<file path="src/rtl/hex_display_scanner.sv">
// Four-digit multiplexed hex display driver with frame-aligned shadow latch and halt blink.
// Optional leading-zero blanking is enabled by defining HEX_DISPLAY_LEADING_ZERO_BLANK_EN.
module hex_display_scanner #(
  parameter int CLK_DIV        = 50000,
  parameter int BLINK_TICKS    = 256,
  parameter int SEG_ACTIVE_LOW = 1
) (
  input  logic        clock,
  input  logic        reset,
  input  logic [15:0] value,
  input  logic        run,
  output logic [6:0]  seg,
  output logic [3:0]  an,
  output logic        dp
);

  localparam int PW = (CLK_DIV > 2) ? $clog2(CLK_DIV) : 1;
  localparam int BW = (BLINK_TICKS > 1) ? $clog2(BLINK_TICKS) : 1;
  localparam logic [PW-1:0] PRE_MAX   = PW'(CLK_DIV - 1);
  localparam logic [BW-1:0] BLINK_MAX = BW'(BLINK_TICKS - 1);
  localparam logic          POL       = (SEG_ACTIVE_LOW != 0);

  logic [PW-1:0] prescaler;
  logic [1:0]    digitIdx;
  logic [15:0]   shadow;
  logic [BW-1:0] blinkCnt;
  logic          blankPhase;
  logic          loadPending;
  logic          tick;

  logic [3:0]    nibbleP0;
  logic          leadBlankP0;
  logic          digitOnP0;
  logic [6:0]    segP0;
  logic [3:0]    anP0;
  logic          dpP0;

  function automatic logic [6:0] hexDecode(input logic [3:0] n);
    logic [6:0] s;
    case (n)
      4'h0: s = 7'h3F;  4'h1: s = 7'h06;  4'h2: s = 7'h5B;  4'h3: s = 7'h4F;
      4'h4: s = 7'h66;  4'h5: s = 7'h6D;  4'h6: s = 7'h7D;  4'h7: s = 7'h07;
      4'h8: s = 7'h7F;  4'h9: s = 7'h6F;  4'hA: s = 7'h77;  4'hB: s = 7'h7C;
      4'hC: s = 7'h39;  4'hD: s = 7'h5E;  4'hE: s = 7'h79;  default: s = 7'h71;
    endcase
    return s;
  endfunction

  function automatic logic [6:0] segDrive(input logic [6:0] litSegs);
    return litSegs ^ {7{POL}};
  endfunction

  assign tick = (prescaler == PRE_MAX);

  // Scan timing, frame-aligned shadow latch and halt blink state
  always_ff @(posedge clock or posedge reset) begin
    if (reset) begin
      prescaler   <= '0;
      digitIdx    <= 2'd0;
      shadow      <= 16'h0000;
      blinkCnt    <= '0;
      blankPhase  <= 1'b0;
      loadPending <= 1'b1;
    end else begin
      prescaler   <= tick ? '0 : prescaler + 1'b1;
      loadPending <= 1'b0;
      if (tick) digitIdx <= digitIdx + 2'd1;
      if (loadPending || (tick && digitIdx == 2'd3)) shadow <= value;
      if (run) begin
        blinkCnt   <= '0;
        blankPhase <= 1'b0;
      end else if (tick) begin
        if (blinkCnt == BLINK_MAX) begin
          blinkCnt   <= '0;
          blankPhase <= ~blankPhase;
        end else begin
          blinkCnt <= blinkCnt + 1'b1;
        end
      end
    end
  end

  // Stage p0: decode the active digit from current scan state
  always_comb begin
    nibbleP0    = 4'(shadow >> {digitIdx, 2'b00});
    leadBlankP0 = 1'b0;
`ifdef HEX_DISPLAY_LEADING_ZERO_BLANK_EN
    case (digitIdx)
      2'd1:    leadBlankP0 = (shadow[15:4]  == 12'h000);
      2'd2:    leadBlankP0 = (shadow[15:8]  == 8'h00);
      2'd3:    leadBlankP0 = (shadow[15:12] == 4'h0);
      default: leadBlankP0 = 1'b0;
    endcase
`endif
    // run overrides a stale blank phase so restarting is visible immediately
    digitOnP0 = (run || !blankPhase) && !leadBlankP0;
    anP0      = digitOnP0 ? ~(4'b0001 << digitIdx) : 4'hF;
    segP0     = digitOnP0 ? segDrive(hexDecode(nibbleP0)) : segDrive(7'h00);
    dpP0      = (run && digitIdx == 2'd0) ^ POL;
  end

  // Stage p1: registered display drive
  always_ff @(posedge clock or posedge reset) begin
    if (reset) begin
      an  <= 4'hF;
      seg <= segDrive(7'h00);
      dp  <= POL;
    end else begin
      an  <= anP0;
      seg <= segP0;
      dp  <= dpP0;
    end
  end

endmodule

</file>
<file path="config.mk">
export PLATFORM = sky130hd
export DESIGN_NAME = hex_display_scanner
export DESIGN_NICKNAME = d
export VERILOG_FILES = /design/src/rtl/hex_display_scanner.sv
export SDC_FILE = /design/constraint.sdc
export NUM_CORES = 1
export LEC_CHECK = 0
export ABC_AREA = 0
export CORE_AREA = 8 8 81 119
export CTS_BUF_LIST = sky130_fd_sc_hd__clkbuf_16
export DETAILED_ROUTE_END_ITERATION = 8
export DIE_AREA = 0 0 89 127
export MAX_ROUTING_LAYER = met4
export PLACE_DENSITY = 0.63
export SYNTH_ARGS = -nofsm -noshare
export SYNTH_HDL_FRONTEND = slang
export SYNTH_SLANG_ARGS = --single-unit
</file>
<file path="constraint.sdc">
create_clock -name clock -period 2.46 [get_ports clock]
set_clock_uncertainty 0.05 [all_clocks]
set_input_delay 0.615 -clock clock [delete_from_list [all_inputs] [get_ports clock]]
set_output_delay 0.615 -clock clock [all_outputs]
set_load 0.05 [all_outputs]
</file>
==> results.md, run 1 <==
- Max Cap Violations: 0
- Syn-to-layout area delta: 22.1%
- Post-synth EDFFs: 0
- Vias post-DR: 1787
- Unique cell type count in the Yosys netlist: 48
- Resized cells post-CTS: 0
- CP Class: reg2out
- GRT Overall Usage: between 10% and 20%
- Outcome: complete, no violations
- Post-synthesis cell count: 230
- Avg Synthesized Cell Area: around 12 um2
- Starting Density: 34.4%
- CP max-delay cell: clkdlybuf4s50_1
- Clock power share: 35.7%
- Fin Hold WS: approximately 440 ps
- Clock root buffer: clkbuf_16
- Worst Path Required: 1790 ps
- Xor/xnor share of the synthesized area: under 10%
- Uppermost routed layer: met4
- Row count: 40
- Post-Synth Adder-Cell Area: 5.52%
- Cts bufs inserted: 5
- Crit-path max cell delay: approximately 790 ps
- Net Sw Frac: between 20% and 30%
- Ys async rst share: 100%
- DP HPWL: ~3700 um
- Dominant cell type by area after synthesis: dfrtp_1
- Post-Synth Simple-Gate Area: between 15 and 20%
- Hold Crit Class: reg2reg
- Max Root-Sink Buffers: 2
- Reg power frac: roughly half
- Final Util: 42.0%
- Sequential share of the synthesized area: 52.1%
- Final Cell Area: between 0.003 and 0.004 mm2
- Global-route wire length before repair: 8690 um
- CP Launch Type: flip-flop
- Routed WL: between 5000 and 6000 um
- Total chip power: about 2 mW
- Final period util: about 90%
- Crit. End Element: primary output
- DIE AREA: ~0.011 mm2
- Mapped Area: approximately 0.0027 mm2
- Latest clock arrival within the worst-skew pair: 300 ps
- CP delay by family, top: buffers and inverters
- Die X: ~89 um
- H-tree depth: 2
- Share of cells above drive strength 1: 22.1%
- Filler instances: 797
- RSZ-0062 raised after global routing: false
- IO Count: 31
- Min cycle time layout: 2280 ps
- Gpl congestion: around 0.75
- Core Footprint: slightly below 0.008 mm2
- Pleak: 1.39 nW
- Area post-placement: 0.00317 mm2
- Cell Pwr Density: roughly 610 mW/mm2
- Grt total ovfl: 0
- Post-CTS Setup Repair Bufs: 0
- Initial drt markers: 71
- Die height: ~130 um
- Met3 WL post-DR: 175 um
- Antenna fix cells: 0
- Drt drc: 0
- Final TNS setup: 0 ps
- Switching pwr: 0.530 mW
- Placed cell count: roughly 360
- Fin cells: between 300 and 400
- Via density: approximately 4.8
- DRT Pass-1 Iters: 4
- Power Internal: between 1 and 1.5 mW
- Final Worst Setup Slack: roughly 180 ps
- Clk slew on worst S/H paths: 70 ps
- Main combinational cell family by area after synthesis: simple AND/OR/NAND/NOR gates
- Layout Nets: approximately 300
- # port buffers: 30
- Main flop type after synthesis: dfrtp_1
- Crit path DAT: 1610 ps
- Synth Net Count: 261
- WL per Instance: approximately 13 um
- Most common cell in the netlist: dfrtp_1
- Final setup vio count: 0
- Comb power frac: 14.9%
- Final Hold Viols: 0
- CP Buf/Inv Count: 1
- Metal2 WL: about 2500 um
- # hold bufs at CTS: 0
- Slew Limit Fails: 0
- Proportion of synthesized area in mux cells: a little under an eighth
- Slew HR: between 60% and 70%
- Synthesized flop and latch total: 56
- Antenna viol nets, final: 0
- Fmax: 439 MHz
- Compound-Gate Fraction of Synth Area: about 8%
- Worst-path maximum fanout: 1
- CTS tree: yes
- Area of the multi-input gates: between 0.001 and 0.0015 mm2
- Register Area: approximately 0.0014 mm2
- WL met1: 2200 um
- Area share of the largest cell type after synthesis: around 40%
- Worst-Margin Slew: between 400 and 500 ps
- VDD IR max: roughly 0.00025 V
- Initial antenna violation count: 0
- Vias in the first global route: approximately 1900
- CTS Sinks: 56
- Crit path cell chain: clkdlybuf4s50_1
- Largest net degree at the start of global routing: 22
- Leading post-synthesis cells by cell area: dfrtp_1, dfstp_2, mux2_2, ha_1, mux4_2
- Yosys warnings: 0
- Setup WS pre-CTS: around 320 ps
- Top cells by count, synth: dfrtp_1, mux2_2, nand2_1, nor2_1, dfstp_2
-- placed cells by master, fill, tap and decap left out, drive strengths merged, types with 3 or more instances in the layout --
cell type / count
ha: 12
inv: 10
clkdlybuf4s50: 30
nand2b: 3
buf: 7
xnor2: 8
nor2: 16
dfrtp: 43
a31oi: 4
nand4: 6
clkbuf: 5
a21oi: 11
and3: 3
dfstp: 13
xor2: 7
nand3: 8
or3: 3
o21ai: 8
mux4: 4
nor2b: 3
nand2: 17
mux2: 18
-- state kept, by name (all words and copies together) (netlist names) --
signal       flops
blankPhase       1
seg              7
blinkCnt         8
loadPending      1
an               4
prescaler       16
dp               1
shadow          16
digitIdx         2
-- power by group through the flow --
| stage | clock network (mW) | registers [mW] | logic, mW |
|---|---|---|---|
| after detailed placement | 0 | 1.02 | 0.307 |
| after global placement | 0 | 1.02 | 0.303 |
| final | 0.725 | 1.00 | 0.302 |
| after CTS | 0.757 | 1.00 | 0.307 |
| after floorplan | 0 | 1.10 | 0.126 |
| after global routing | 0.783 | 1.01 | 0.327 |
-- kinds of logic (layout without fill, tap and decap cells) --
kind of cell / after synthesis / in the layout
AOI/OAI and AO/OA: 33 / 33
xor gates and xnor gates: 15 / 15
adders and majority gates: 12 / 12
buffers and inverters: 16 / 53
DFF: 56 / 56
muxes: 24 / 24
other: 1 / 1
and+or+nand+nor: 73 / 73
-- final timing paths --
path,end,cells past startpoint,from,slack (ps)
worst max-delay path,dp,1,dp,180
worst min-delay path,prescaler[0],1,prescaler[0],440
worst max register to register,shadow[2],6,prescaler[0],320
worst min register to register,prescaler[0],1,prescaler[0],440
max in group asynchronous,seg[2],3,reset,1210
min in group asynchronous,blinkCnt[2],2,reset,570
-- layer usage --
layer	vias to the layer above	GRT usage (%)
met4	0	5.91
met5	-	-
li1	889	-
met1	864	11.6
met3	8	1.86
met2	26	16.0
-- cell type report --
type                            instances  share of cell area, %
Clock inverter                          3                  0.754
Timing Repair Buffer                   37                   11.0
Sequential cell                        56                   42.7
Inverter                                8                  0.904
Clock buffer                            5                   3.77
Multi-Input combinational cell        158                   36.9
Tap cell                              105                   3.96
(Power assumes the default switching activity.)
==> run 2: changes to the inputs <==
--- a/config.mk
+++ b/config.mk
@@ -8,6 +8,7 @@
 export ABC_AREA = 0
 export CORE_AREA = 8 8 81 119
 export CTS_BUF_LIST = sky130_fd_sc_hd__clkbuf_16
+export CTS_CLUSTER_SIZE = 16
 export DETAILED_ROUTE_END_ITERATION = 8
 export DIE_AREA = 0 0 89 127
 export MAX_ROUTING_LAYER = met4
==> results of run 2 <==
Same layout as run 1: the final DEF is identical, and so are final timing and power.
